<file path="src/rtl/sipo_rx_ctrl.sv">
// -----------------------------------------------------------------------------
// sipo_rx_ctrl
//
// Sequencing controller for a DW-bit serial-in/parallel-out shift register
// (MSB-in, shift-right). A start strobe frames a word. Per-bit valid strobes
// gate the SIPO shift enable. After exactly DW accepted bits, the SIPO parallel
// output is captured into a holding register. That register is offered
// downstream on a valid/ready handshake.
//
// Ports:
//   clk         rising-edge clock
//   rst         asynchronous, active-low reset
//   start_i     begin a new word (sampled only in IDLE)
//   bit_vld_i   serial bit present on the SIPO input this cycle
//   sipo_out_i  parallel output of the controlled SIPO
//   sft_enb_o   shift enable to the SIPO
//   data_o      captured word
//   data_vld_o  data_o holds an unconsumed word
//   data_rdy_i  downstream accepts data_o
//   busy_o      a word is being assembled or captured
//   bit_cnt_o   bits accepted so far in the current word
//   ovf_o       sticky flag: a completed word was dropped
//   ovf_clr_i   synchronous clear of ovf_o (a new overflow wins)
// -----------------------------------------------------------------------------
module sipo_rx_ctrl #(
  parameter  int DW = 4,
  localparam int CW = $clog2(DW)
) (
  input  logic          clk,
  input  logic          rst,
  input  logic          start_i,
  input  logic          bit_vld_i,
  input  logic [DW-1:0] sipo_out_i,
  output logic          sft_enb_o,
  output logic [DW-1:0] data_o,
  output logic          data_vld_o,
  input  logic          data_rdy_i,
  output logic          busy_o,
  output logic [CW-1:0] bit_cnt_o,
  output logic          ovf_o,
  input  logic          ovf_clr_i
);

  typedef enum logic [1:0] {
    IDLE  = 2'd0,
    SHIFT = 2'd1,
    CAPT  = 2'd2
  } state_t;

  localparam logic [CW-1:0] LAST_BIT = CW'(DW - 1);

  state_t        state;
  logic [CW-1:0] bit_cnt;
  logic [DW-1:0] data_q;
  logic          data_vld_q;
  logic          ovf_q;

  // The shift enable must follow bit_vld_i in the same cycle, because the SIPO
  // samples the serial bit on the same edge. Only that path is combinational.
  // busy is a pure state decode.
  assign sft_enb_o  = (state == SHIFT) && bit_vld_i;
  assign busy_o     = (state != IDLE);
  assign bit_cnt_o  = bit_cnt;
  assign data_o     = data_q;
  assign data_vld_o = data_vld_q;
  assign ovf_o      = ovf_q;

  // NOTE: all state below uses non-blocking assignments, so every register
  // samples pre-edge values and the decisions in one block do not race.
  // NOTE: the holding register is reset together with the control state, so
  // data_o reads zero after reset instead of holding a stale word.
  always_ff @(posedge clk or negedge rst) begin
    if (!rst) begin
      state      <= IDLE;
      bit_cnt    <= '0;
      data_q     <= '0;
      data_vld_q <= 1'b0;
      ovf_q      <= 1'b0;
    end else begin
      // A downstream transfer empties the holding register. A capture below
      // may refill it on the same edge.
      if (data_vld_q && data_rdy_i) begin
        data_vld_q <= 1'b0;
      end

      // Clearing has lower priority: a capture-time overflow overrides it.
      if (ovf_clr_i) begin
        ovf_q <= 1'b0;
      end

      unique case (state)
        IDLE: begin
          if (start_i) begin
            state   <= SHIFT;
            bit_cnt <= '0;
          end
        end

        SHIFT: begin
          if (bit_vld_i) begin
            if (bit_cnt == LAST_BIT) begin
              state   <= CAPT;
              bit_cnt <= '0;
            end else begin
              bit_cnt <= bit_cnt + 1'b1;
            end
          end
        end

        CAPT: begin
          state <= IDLE;
          // The word can load if the register is empty, or if its old content
          // leaves on this same edge. Otherwise the new word is dropped.
          if (!data_vld_q || data_rdy_i) begin
            data_q     <= sipo_out_i;
            data_vld_q <= 1'b1;
          end else begin
            ovf_q <= 1'b1;
          end
        end

        default: begin
          state <= IDLE;
        end
      endcase
    end
  end

endmodule

</file>
<file path="config.mk">
export PLATFORM = sky130hd
export DESIGN_NAME = sipo_rx_ctrl
export DESIGN_NICKNAME = d
export VERILOG_FILES = /design/src/rtl/sipo_rx_ctrl.sv
export SDC_FILE = /design/constraint.sdc
export NUM_CORES = 1
export LEC_CHECK = 0
export BUFFER_PORTS_ARGS = -buffer_cell sky130_fd_sc_hd__buf_2
export CAP_MARGIN = 5
export CORE_MARGIN = 3
export CORE_UTILIZATION = 30
export CTS_CLUSTER_DIAMETER = 100
export CTS_CLUSTER_SIZE = 14
export DETAILED_ROUTE_END_ITERATION = 8
export HOLD_SLACK_MARGIN = 0.02
export PLACE_DENSITY = 0.67
export RECOVER_POWER = 25
export SLEW_MARGIN = 20
export SYNTH_ARGS = -nofsm -noshare
export SYNTH_HDL_FRONTEND = slang
export SYNTH_SLANG_ARGS = --single-unit
</file>
<file path="constraint.sdc">
create_clock -name clk -period 1.1 [get_ports clk]
set_input_delay 0.275 -clock clk [delete_from_list [all_inputs] [get_ports clk]]
set_output_delay 0.275 -clock clk [all_outputs]
set_load 0.01 [all_outputs]
</file>
* Word-level counts from Yosys, hierarchy flattened *
Cells that the tools add are included.

storage, ports and cells
  register bits after elaboration = 10
  output and inout bits = 10
  bits of input ports = 10
  word-level logic and storage cells = 36

operators by class
  add/sub/neg operators = 1
  mux-type cells = 14
  equal/unequal tests = 6
  reductions and logical operators = 10

operators with widths
  operator                                             number
  two-way mux 2 bit                                    6
  case mux 2 bit (2 select lines)                      2
  two-way mux 1 bit                                    6
  AND reduction 3 bit                                  2
  equality test 2 bit, second input constant           2
  != test 2 bit, second input constant                 2
  nonzero test 2 bit                                   2
  adder 2 x 1 -> 2 bit, second input constant          1
  equality test 2 x 1 -> 1 bit, second input constant  1
  logical AND 1 bit                                    2
  logical NOT 2 bit                                    1
  != test 2 x 1 -> 1 bit, second input constant        1
  AND reduction 2 bit                                  1
  logical NOT 1 bit                                    1
  logical OR 1 bit                                     1

* Depth between registers and ports, before layout *
Gate-level depths: netlist of run 1.

  word-level depth = 4
  depth in mapped cells = 4
  mapped depth without buffers = 4

* Least setup slack after synthesis of run 1 *
No wires, ideal clock.

  kind = register to register
  start point = register bit_cnt[0] (netlist: bit_cnt_o[0])
  end point = register bit_cnt[1] (netlist: bit_cnt_o[1])
  slack = -0.095 ns
  data arrival time = 1.074 ns
  path buffers = 0
  period minus slack after synthesis = 1.195 ns
  required time = 0.979 ns
  stages on the path, launching flop included = 4
  setup time = 0.121 ns
  cell sequence = dfrtp_1 ha_1 a22o_1 a22o_1

between the ends
  cells in the longest elaborated chain, start to end = 4
  elaborated cells on any way between the ends = 5
  those cells by class = add/sub: 1; eq/ne: 1; mux: 3

ends and longest elaborated chain
  element                                                             RTL line  source
  from (decl)                                                         53        logic [CW-1:0] bit_cnt;
  from (signal assigned)                                              105       bit_cnt <= bit_cnt + 1'b1;
  adder 2 x 1 -> 2 bit / equality test 2 bit (equally long branches)  105, 101
  two-way mux 2 bit (*)                                               101       if (bit_cnt == LAST_BIT) begin
  two-way mux 2 bit (*)                                               100       if (bit_vld_i) begin
  case mux 2 bit (2 select lines) (*)                                 91        unique case (state)

Every way passes the cells marked *; elsewhere a longest branch is shown, timed or not. The select of a mux whose other input is x is not followed.
A chain may end at the register's enable or synchronous reset.

* Final worst setup path of run 1 *
  start point = register state[1]
  end point = output port sft_enb_o

between the ends
  cells in the longest elaborated chain, start to end = 2

ends and longest elaborated chain
  element                       RTL line  source
  from (decl)                   52        state_t state;
  from (signal assigned)        74        state <= IDLE;
  from (signal assigned)        94        state <= SHIFT;
  from (signal assigned)        102       state <= CAPT;
  equality test 2 x 1 -> 1 bit  61        assign sft_enb_o = (state == SHIFT) && bit_vld_i;
  logical AND 1 bit             61
  to (decl)                     34        output logic sft_enb_o,

Every way passes these cells.

==> flow_summary.toml, run 1 <==
[power_and_ir_drop]
pwr-share-comb_pct = 50.8
power.static_leakage_nw = 0.414
internal-power_mw = 1.32
power_per_cell_area_nw_per_um2 = 2460
vdd.ir_drop.worst_v = 0.00104
p_sw_share_pct = 29.9
power.total_mw = 1.89
total_switching_power_uw = 563
power_frac_clock_pct = 17.6
p_seq_share_pct = 31.6

[clock_tree]
clk_pin_slew_ns = 0.07
tritoncts_clock_tree = "done"
cts.path.max_buffers = 2
cts-buffers-inserted = 3
clkLatencyLatePin_ns = 0.26
ctsHtreeMaxLevel = 1
cts_num_sinks = 10
clock_tree.root_cell = "sky130_fd_sc_hd__clkbuf_4"

[die]
initial_utilization_pct = 33.5
rows = 13
die_extent_in_x_um = 44.9
num_io_pins = 20
placeableCoreArea_sq_um = 1350
fp.dieArea_sq_um = 2010
floorplan.die.height_um = 44.9

[detailed_routing]
routed_wl_um = 1080
dr_total_vias = 397
first_iter_violations = 1
drc_errors = 0
number_of_optimization_iterations_in_the_first_detailed_route_pass = 3
ant_nets = 0
detail_route.vias_per_cell = 4.56
wl_per_cell_um = 12.4

[place]
cell_count_after_placement = 74
gpl.final_weighted_congestion = 0.768
portBuffers = 19
dp_slack_ns = -0.0674

[synth]
synth_top_area_cell = "sky130_fd_sc_hd__dfrtp_1"
mappedNetlistNets = 44
yosysWarnings = 0
post_synth_most_frequent_cells = "10 x sky130_fd_sc_hd__dfrtp_1, 4 x sky130_fd_sc_hd__a22o_1, 4 x sky130_fd_sc_hd__mux2_4"
ys_ff_latch = 10
synth.lib_cells_used.distinct = 17
synth_area_leaders = "sky130_fd_sc_hd__dfrtp_1 55%, sky130_fd_sc_hd__mux2_4 13%, sky130_fd_sc_hd__a22o_1 7.7%, sky130_fd_sc_hd__nand2b_4 3.0%, sky130_fd_sc_hd__nor2b_4 3.0%"
synth-seq-area-share_pct = 55.2
synthDominantCellAreaShare_pct = 55.2
synth_enable_flop_cells = 0
post-synth-top-count-cell = "sky130_fd_sc_hd__dfrtp_1"
syn_area_per_cell_sq_um = 13.7
syn_area_sq_um = 453
netlist_instances = 33
ys_async_sr_fraction_pct = 100
ys.flop_type = "sky130_fd_sc_hd__dfrtp_1"

[timing]
fmax_ghz = 0.753
worstMarginPinSlew_ns = 0.528
setup_repair_after_global_routing_missed_its_margin = "true"
worst_slack_setup_final_ns = -0.228
setup_total_negative_slack_ns = -1.35
report.final.slew_viol_count = 0
fin_crit_ns = 1.33
slew_headroom_pct = 64.8
setup-violations-final = 10
fin_crit_sh_pct = 121
fin_worst_skew_ns = 0.00158
timing_hold_violations_final = 0

[outcome]
run_status = "complete, but fails checks"
violations = "setup timing"

[global_routing]
global_route.overflow_total = 0
number_of_global_route_vias_before_repair = 345
grt_start_max_net_pins = 11
grt_pass1_wl_um = 1630
grt_antenna_before_repair = 0
grtUsageTotal_pct = 12.3

[cells_and_area]
n_antenna_cell = 0
drive_gt1_share_pct = 66.7
syn_to_final_growth_pct = 69.1
final_core_util_pct = 56.7
fin_nets = 84
layoutNonFillerInstCount = 87

[critical_path]
critPathArrivalTime_ns = 1.05
timing.setup.critical_path_class = "flop to output pin"
worstSetupStartpointType = "flop"
worst-endpoint-required_ns = 0.82
critPathMaxFanout = 4
end_kind = "output pin"

[flow_run]
max-cap-violations = 0

[worst_hold_path]
hp-class = "primary input to flop"
==> registers in the layout, summed over array words and instances, names as in the netlist <==
signal	cells
data_vld_o	1
data_o	4
ovf_o	1
state	2
bit_cnt_o	2
==> metal layers <==
layer  up-vias  routed length (um)  global-route usage (%)
met1       184                 425                    15.2
li1        194                   -                       -
met5         -                   0                       0
met3         0                 116                    7.57
met2        19                 541                    16.0
met4         0                   0                    7.02
==> final timing paths <==
check | start | endpoint | slack (ns) | cells past startpoint
max | state[1]$_DFFE_PN0P_ | sft_enb_o | -0.23 | 3
min | ovf_clr_i | ovf_o$_DFF_PN0_ | 0.20 | 2
max reg2reg | state[1]$_DFFE_PN0P_ | data_o[3]$_DFFE_PN0P_ | -0.17 | 5
min reg2reg | data_o[1]$_DFFE_PN0P_ | data_o[1]$_DFFE_PN0P_ | 0.52 | 1
max in group asynchronous | rst | state[1]$_DFFE_PN0P_ | 0.23 | 2
min in group asynchronous | rst | data_o[0]$_DFFE_PN0P_ | 0.49 | 2
==> power by group through the flow <==
| stage | logic [mW] | registers [mW] | clock network [mW] |
|---|---|---|---|
| after floorplan | 0.313 | 0.665 | 0 |
| after global placement | 0.680 | 0.588 | 0 |
| after detailed placement | 0.689 | 0.589 | 0 |
| after CTS | 0.863 | 0.594 | 0.345 |
| after global routing | 1.04 | 0.613 | 0.373 |
| final | 0.959 | 0.596 | 0.332 |
==> final cells by class <==
class	count	area, sq um
clock buffer	4	36.3
fill	118	584
inverter	2	7.51
multi-input combinational	21	204
sequential	10	251
tap	15	18.8
timing repair buffer	35	248
==> critical path, stage by stage (launching register included) <==
cell and delay (ns):
sky130_fd_sc_hd__dfrtp_2 0.43, sky130_fd_sc_hd__nor2b_2 0.12, sky130_fd_sc_hd__and2_1 0.12, sky130_fd_sc_hd__buf_2 0.13
==> metrics by stage <==
step                hold WS (ns)  cell area, sq um
floorplan                -0.0206               455
global placement           0.141               622
detailed placement         0.150               622
CTS                        0.191               729
global route               0.168               766
finish                     0.195               766
==> placed cells by master, fill, tap and decap left out, drive strengths merged <==
cell         netlist  layout
a31oi              1       1
dlygate4sd3        0       1
o22ai              1       1
buf                0      33
and3               1       1
ha                 1       1
nor2               1       1
or2                1       1
mux2               4       4
nor2b              2       2
inv                2       2
clkbuf             0       5
o21bai             1       1
dfrtp             10      10
nand2b             2       2
and2               1       1
nand2              1       1
a22o               4       4
==> kinds of logic (layout without fill, tap and decap cells) <==
group	after synthesis	in the layout	share of synthesized area (%)
muxes	4	4	13.3
and+or+nand+nor	9	9	14.9
DFF	10	10	55.2
AOI/OAI and AO/OA	7	7	12.2
adders and majority gates	1	1	2.76
buffers and inverters	2	41	1.66
==> repair_timing <==
item,CTS,global route
buffers inserted,5,4
endpoints found under the setup margin,10,14
pin swaps,4,2
endpoints found under the hold margin,10,0
hold buffers,1,0
gates resized for setup,8,2
Power figures use the tool's default switching activity.
==> run 2: changes to the inputs <==
- RECOVER_POWER: 25 -> not set
==> flow_summary.toml, run 2 (synthesis gave the netlist of run 1 again) <==
[outcome]
run_status = "complete, but fails checks"
violations = "setup timing"

[timing]
fmax_ghz = 0.753
worstMarginPinSlew_ns = 0.222
setup_repair_after_global_routing_missed_its_margin = "true"
worst_slack_setup_final_ns = -0.229
timing_hold_violations_final = 0
whs_ns = 0.195
fin_crit_ns = 1.33
setup-violations-final = 10
slew_headroom_pct = 85.2
fin_crit_sh_pct = 121
report.final.slew_viol_count = 0
fin_worst_skew_ns = 0.00158
setup_total_negative_slack_ns = -1.35

[worst_hold_path]
hp-start = "ovf_clr_i"
timing.hold.worst_path_depth = 2
hp-class = "primary input to flop"
hold-path-endpoint = "ovf_o$_DFF_PN0_"

[detailed_routing]
dr_total_vias = 397
detail_route.vias_per_cell = 4.56
routed_wl_um = 1090
ant_nets = 0
drc_errors = 0
first_iter_violations = 1
wl_per_cell_um = 12.5
number_of_optimization_iterations_in_the_first_detailed_route_pass = 3

[critical_path]
worst_r2r_startpoint = "state[1]$_DFFE_PN0P_"
critPathMaxFanout = 4
worst_setup_path_startpoint = "state[1]$_DFFE_PN0P_"
critPathArrivalTime_ns = 1.05
end_kind = "output pin"
worstSetupStartpointType = "flop"
timing.setup.critical_path_class = "flop to output pin"
rr_worst_depth = 5
worst-endpoint-required_ns = 0.82
regToRegSetupSlack_ns = -0.17
worstReg2RegEnd = "data_o[3]$_DFFE_PN0P_"

[cells_and_area]
mostFrequentLayoutCell = "sky130_fd_sc_hd__buf_2"
drive_gt1_share_pct = 68.1
largest_register_ff_count = 4
final_core_util_pct = 56.8
syn_to_final_growth_pct = 69.3
n_antenna_cell = 0
layout.cells.most_common_list = "17 x sky130_fd_sc_hd__buf_2, 10 x sky130_fd_sc_hd__buf_4, 9 x sky130_fd_sc_hd__dfrtp_1, 7 x sky130_fd_sc_hd__buf_6"
fin_nets = 84
postLayoutCellArea_sq_um = 767
layoutNonFillerInstCount = 87

[flow_run]
max-cap-violations = 0

[clock_tree]
clk_pin_slew_ns = 0.07
clkLatencyLatePin_ns = 0.26
clock_tree.root_cell = "sky130_fd_sc_hd__clkbuf_4"
cts.path.max_buffers = 2
cts-buffers-inserted = 3
ctsHtreeMaxLevel = 1
cts_num_sinks = 10
tritoncts_clock_tree = "done"

[global_routing]
grtUsageTotal_pct = 12.3
global_route.overflow_total = 0
grt_pass1_wl_um = 1630
number_of_global_route_vias_before_repair = 345
grt_antenna_before_repair = 0
grt_start_max_net_pins = 11

[power_and_ir_drop]
power.static_leakage_nw = 0.416
power_per_cell_area_nw_per_um2 = 2460
vdd.ir_drop.worst_v = 0.00104
power.total_mw = 1.89

[die]
floorplan.die.height_um = 44.9
placeableCoreArea_sq_um = 1350
die_extent_in_x_um = 44.9
num_io_pins = 20
rows = 13
initial_utilization_pct = 33.5
fp.dieArea_sq_um = 2010

[place]
dp_slack_ns = -0.0674
portBuffers = 19
gpl.final_weighted_congestion = 0.768
cell_count_after_placement = 74
placement.cell_area_sq_um = 622
## run 2: cell count changes in the layout (fill, tap and decap cells not counted)
cell and delta:
sky130_fd_sc_hd__buf_2 +1, sky130_fd_sc_hd__clkbuf_1 -1
## run 2: area by class of cell
cell class | instances | area, sq um
sequential | 10 | 251
clock buffer | 4 | 36.3
multi-input combinational | 21 | 204
inverter | 2 | 7.51
timing repair buffer | 35 | 249
tap | 15 | 18.8
fill | 117 | 583
## run 2: worst max path at each step
stage                                  to  slack, ns  cells after the start
finish                          sft_enb_o      -0.23                      3
global route                    sft_enb_o      -0.31                      3
CTS                             sft_enb_o      -0.24                      3
detailed placement  data_o[3]$_DFFE_PN0P_      -0.07                      3
global placement    data_o[3]$_DFFE_PN0P_      -0.03                      3
floorplan           data_o[0]$_DFFE_PN0P_      -0.08                      3
## run 2: critical path, stage by stage, from the launching register on
cell                      delay [ns]
sky130_fd_sc_hd__dfrtp_2        0.43
sky130_fd_sc_hd__nor2b_2        0.12
sky130_fd_sc_hd__and2_1         0.12
sky130_fd_sc_hd__buf_2          0.13
## run 2: metal layers
metal	wire (um)	GRT usage [%]	part of all wire (%)
met2	543	16.0	50
met1	420	15.2	39
met5	0	0	0
met3	120	7.57	11
met4	0	7.02	0
## run 2: power breakdown
part           total [mW]  switching [mW]  internal [mW]  leakage, nW
Sequential          0.596          0.0921          0.504        0.121
Combinational       0.959           0.340          0.619        0.274
Clock               0.332           0.131          0.201       0.0210
Total                1.89           0.563           1.32        0.416
## run 2: what timing repair did
item | CTS | global route
endpoints found under the setup margin | 10 | 14
hold buffers | 1 | 0
pin swaps | 4 | 2
resized for setup | 8 | 2
buffers inserted | 5 | 4
hold endpoints to repair | 10 | 0
==> run 3: changes to the inputs <==
- ABC_AREA: not set -> 1
- PLACE_DENSITY: 0.67 -> 0.65
- clock period: 1.1 -> 1.31 ns (I/O delays scaled with it)
==> flow_summary.toml, run 3 <==
[die]
floorplan.die.height_um = 45.0
rows = 13
num_io_pins = 20
die_extent_in_x_um = 45.0
initial_utilization_pct = 33.4
fp.dieArea_sq_um = 2030
placeableCoreArea_sq_um = 1370

[detailed_routing]
number_of_optimization_iterations_in_the_first_detailed_route_pass = 4
detail_route.vias_per_cell = 4.49
ant_nets = 0
wl_per_cell_um = 10.0
first_iter_violations = 2
routed_wl_um = 1030
dr_total_vias = 462
drc_errors = 0

[timing]
fin_crit_sh_pct = 101
fmax_ghz = 0.756
fin_crit_ns = 1.32
setup_repair_after_global_routing_missed_its_margin = "true"
timing_hold_violations_final = 0
fin_worst_skew_ns = 0.00643
worstMarginPinSlew_ns = 0.226
setup_total_negative_slack_ns = -0.0134
slew_headroom_pct = 84.9
whs_ns = 0.249
report.final.slew_viol_count = 0
worst_slack_setup_final_ns = -0.0134
setup-violations-final = 1

[clock_tree]
cts-buffers-inserted = 3
cts.path.max_buffers = 2
clock_tree.root_cell = "sky130_fd_sc_hd__clkbuf_4"
cts_num_sinks = 10
clkLatencyLatePin_ns = 0.25
clk_pin_slew_ns = 0.07
ctsHtreeMaxLevel = 1
tritoncts_clock_tree = "done"

[power_and_ir_drop]
vdd.ir_drop.worst_v = 0.000669
power_frac_clock_pct = 15.9
power.static_leakage_nw = 0.412
power.total_mw = 1.27
internal-power_uw = 789
total_switching_power_uw = 483
p_seq_share_pct = 39.1
power_per_cell_area_nw_per_um2 = 1890
p_sw_share_pct = 38.0
pwr-share-comb_pct = 45.0

[critical_path]
worst-endpoint-required_ns = 0.98
worstReg2RegEnd = "bit_cnt_o[0]$_DFFE_PN0P_"
worst_setup_path_startpoint = "state[1]$_DFFE_PN0P_"
critPathArrivalTime_ns = 1.00
end_kind = "output pin"
worst_r2r_startpoint = "state[1]$_DFFE_PN0P_"
regToRegSetupSlack_ns = 0.16
crit_path_max_incr_delay_ns = 0.42
timing.setup.critical_path_class = "flop to output pin"
critical_path.slowest_cell = "sky130_fd_sc_hd__dfrtp_1"
cp_cell_sequence = "inv_2, nand3_2, inv_1, buf_2"
worstSetupStartpointType = "flop"
rr_worst_depth = 8
critPathMaxFanout = 3

[synth]
ys_ff_latch = 10
synth.lib_cells_used.distinct = 12
ys_async_sr_fraction_pct = 100
synth_enable_flop_cells = 0
yosysWarnings = 0
synth_top_area_cell = "sky130_fd_sc_hd__dfrtp_1"
netlist_instances = 58
synth-seq-area-share_pct = 54.8
synth_area_leaders = "sky130_fd_sc_hd__dfrtp_1 55%, sky130_fd_sc_hd__nand2_1 18%, sky130_fd_sc_hd__inv_1 9.0%, sky130_fd_sc_hd__nand3_1 5.5%, sky130_fd_sc_hd__ha_1 2.7%"
synthDominantCellAreaShare_pct = 54.8
syn_area_per_cell_sq_um = 7.87
syn_area_sq_um = 457
post_synth_most_frequent_cells = "22 x sky130_fd_sc_hd__nand2_1, 11 x sky130_fd_sc_hd__inv_1, 10 x sky130_fd_sc_hd__dfrtp_1"
post-synth-top-count-cell = "sky130_fd_sc_hd__nand2_1"
ys.flop_type = "sky130_fd_sc_hd__dfrtp_1"
mappedNetlistNets = 69

[cells_and_area]
drive_gt1_share_pct = 43.2
largest_register_ff_count = 4
syn_to_final_growth_pct = 47.7
postLayoutCellArea_sq_um = 674
fin_nets = 101
n_antenna_cell = 0
layout.cells.most_common_list = "21 x sky130_fd_sc_hd__nand2_1, 19 x sky130_fd_sc_hd__buf_2, 10 x sky130_fd_sc_hd__dfrtp_1, 9 x sky130_fd_sc_hd__inv_1, 7 x sky130_fd_sc_hd__buf_4"
final_core_util_pct = 49.4
mostFrequentLayoutCell = "sky130_fd_sc_hd__nand2_1"
layoutNonFillerInstCount = 103

[worst_hold_path]
hp-class = "primary input to flop"
hp-start = "ovf_clr_i"
hold-path-endpoint = "ovf_o$_DFF_PN0_"
timing.hold.worst_path_depth = 2

[global_routing]
grt_start_max_net_pins = 11
global_route.overflow_total = 0
grtUsageTotal_pct = 10.6
grt_antenna_before_repair = 0
grt_pass1_wl_um = 1660
number_of_global_route_vias_before_repair = 428

[place]
placement.cell_area_sq_um = 571
portBuffers = 19
dp_hpwl_um = 748
cell_count_after_placement = 92
dp_slack_ns = 0.159
gpl.final_weighted_congestion = 0.675

[flow_run]
max-cap-violations = 0

[outcome]
violations = "setup timing"
run_status = "complete, but fails checks"
## run 3: power by group through the flow
stage / clock (mW) / combinational, mW / sequential, mW
after detailed placement: 0 / 0.458 / 0.508
after CTS: 0.206 / 0.533 / 0.495
after global routing: 0.213 / 0.648 / 0.513
after floorplan: 0 / 0.232 / 0.544
after global placement: 0 / 0.448 / 0.501
final: 0.202 / 0.572 / 0.497
## run 3: worst max-delay path by stage
stage                     slack (ns)        end
after global placement          0.19  sft_enb_o
after global routing           -0.05  sft_enb_o
after CTS                      0.005     busy_o
after detailed placement        0.16  sft_enb_o
after floorplan                 0.29  sft_enb_o
final                          -0.01  sft_enb_o
## run 3: cells by family after synthesis
group	share of synthesized area (%)
AND/OR/NAND/NOR	30.1
buffers and inverters	9.86
flip-flops	54.8
AO/OA/AOI/OAI	2.47
adder cells (fa/ha/maj)	2.74
## run 3: layout make-up
| class | count | area [sq um] |
|---|---|---|
| clock buffer | 3 | 22.5 |
| fill | 140 | 692 |
| inverter | 12 | 45.0 |
| multi-input combinational | 36 | 180 |
| sequential | 10 | 250 |
| tap | 15 | 18.8 |
| timing repair buffer | 27 | 158 |
## run 3: critical path, delay by kind of cell, from the launching register on
kind	cells	cell delay [ns]
DFF	1	0.42
and+or+nand+nor	1	0.07
buffers and inverters	3	0.25
## run 3: what timing repair did
action | in CTS | in global routing
endpoints found under the hold margin | 10 | 0
setup buffers | 7 | 1
pin swaps | 1 | 2
cloned | 0 | 0
gates resized for setup | 2 | 6
setup endpoints to repair | 2 | 5
hold buffers | 1 | 0
## run 3: routing by layer
| metal | up-vias | part of all wire (%) | global-route usage (%) |
|---|---|---|---|
| met5 | - | 0 | 0 |
| met4 | 0 | 1.5 | 1.75 |
| met3 | 2 | 5.1 | 2.39 |
| met2 | 9 | 53 | 20.3 |
| met1 | 215 | 40 | 12.0 |
| li1 | 236 | - | - |
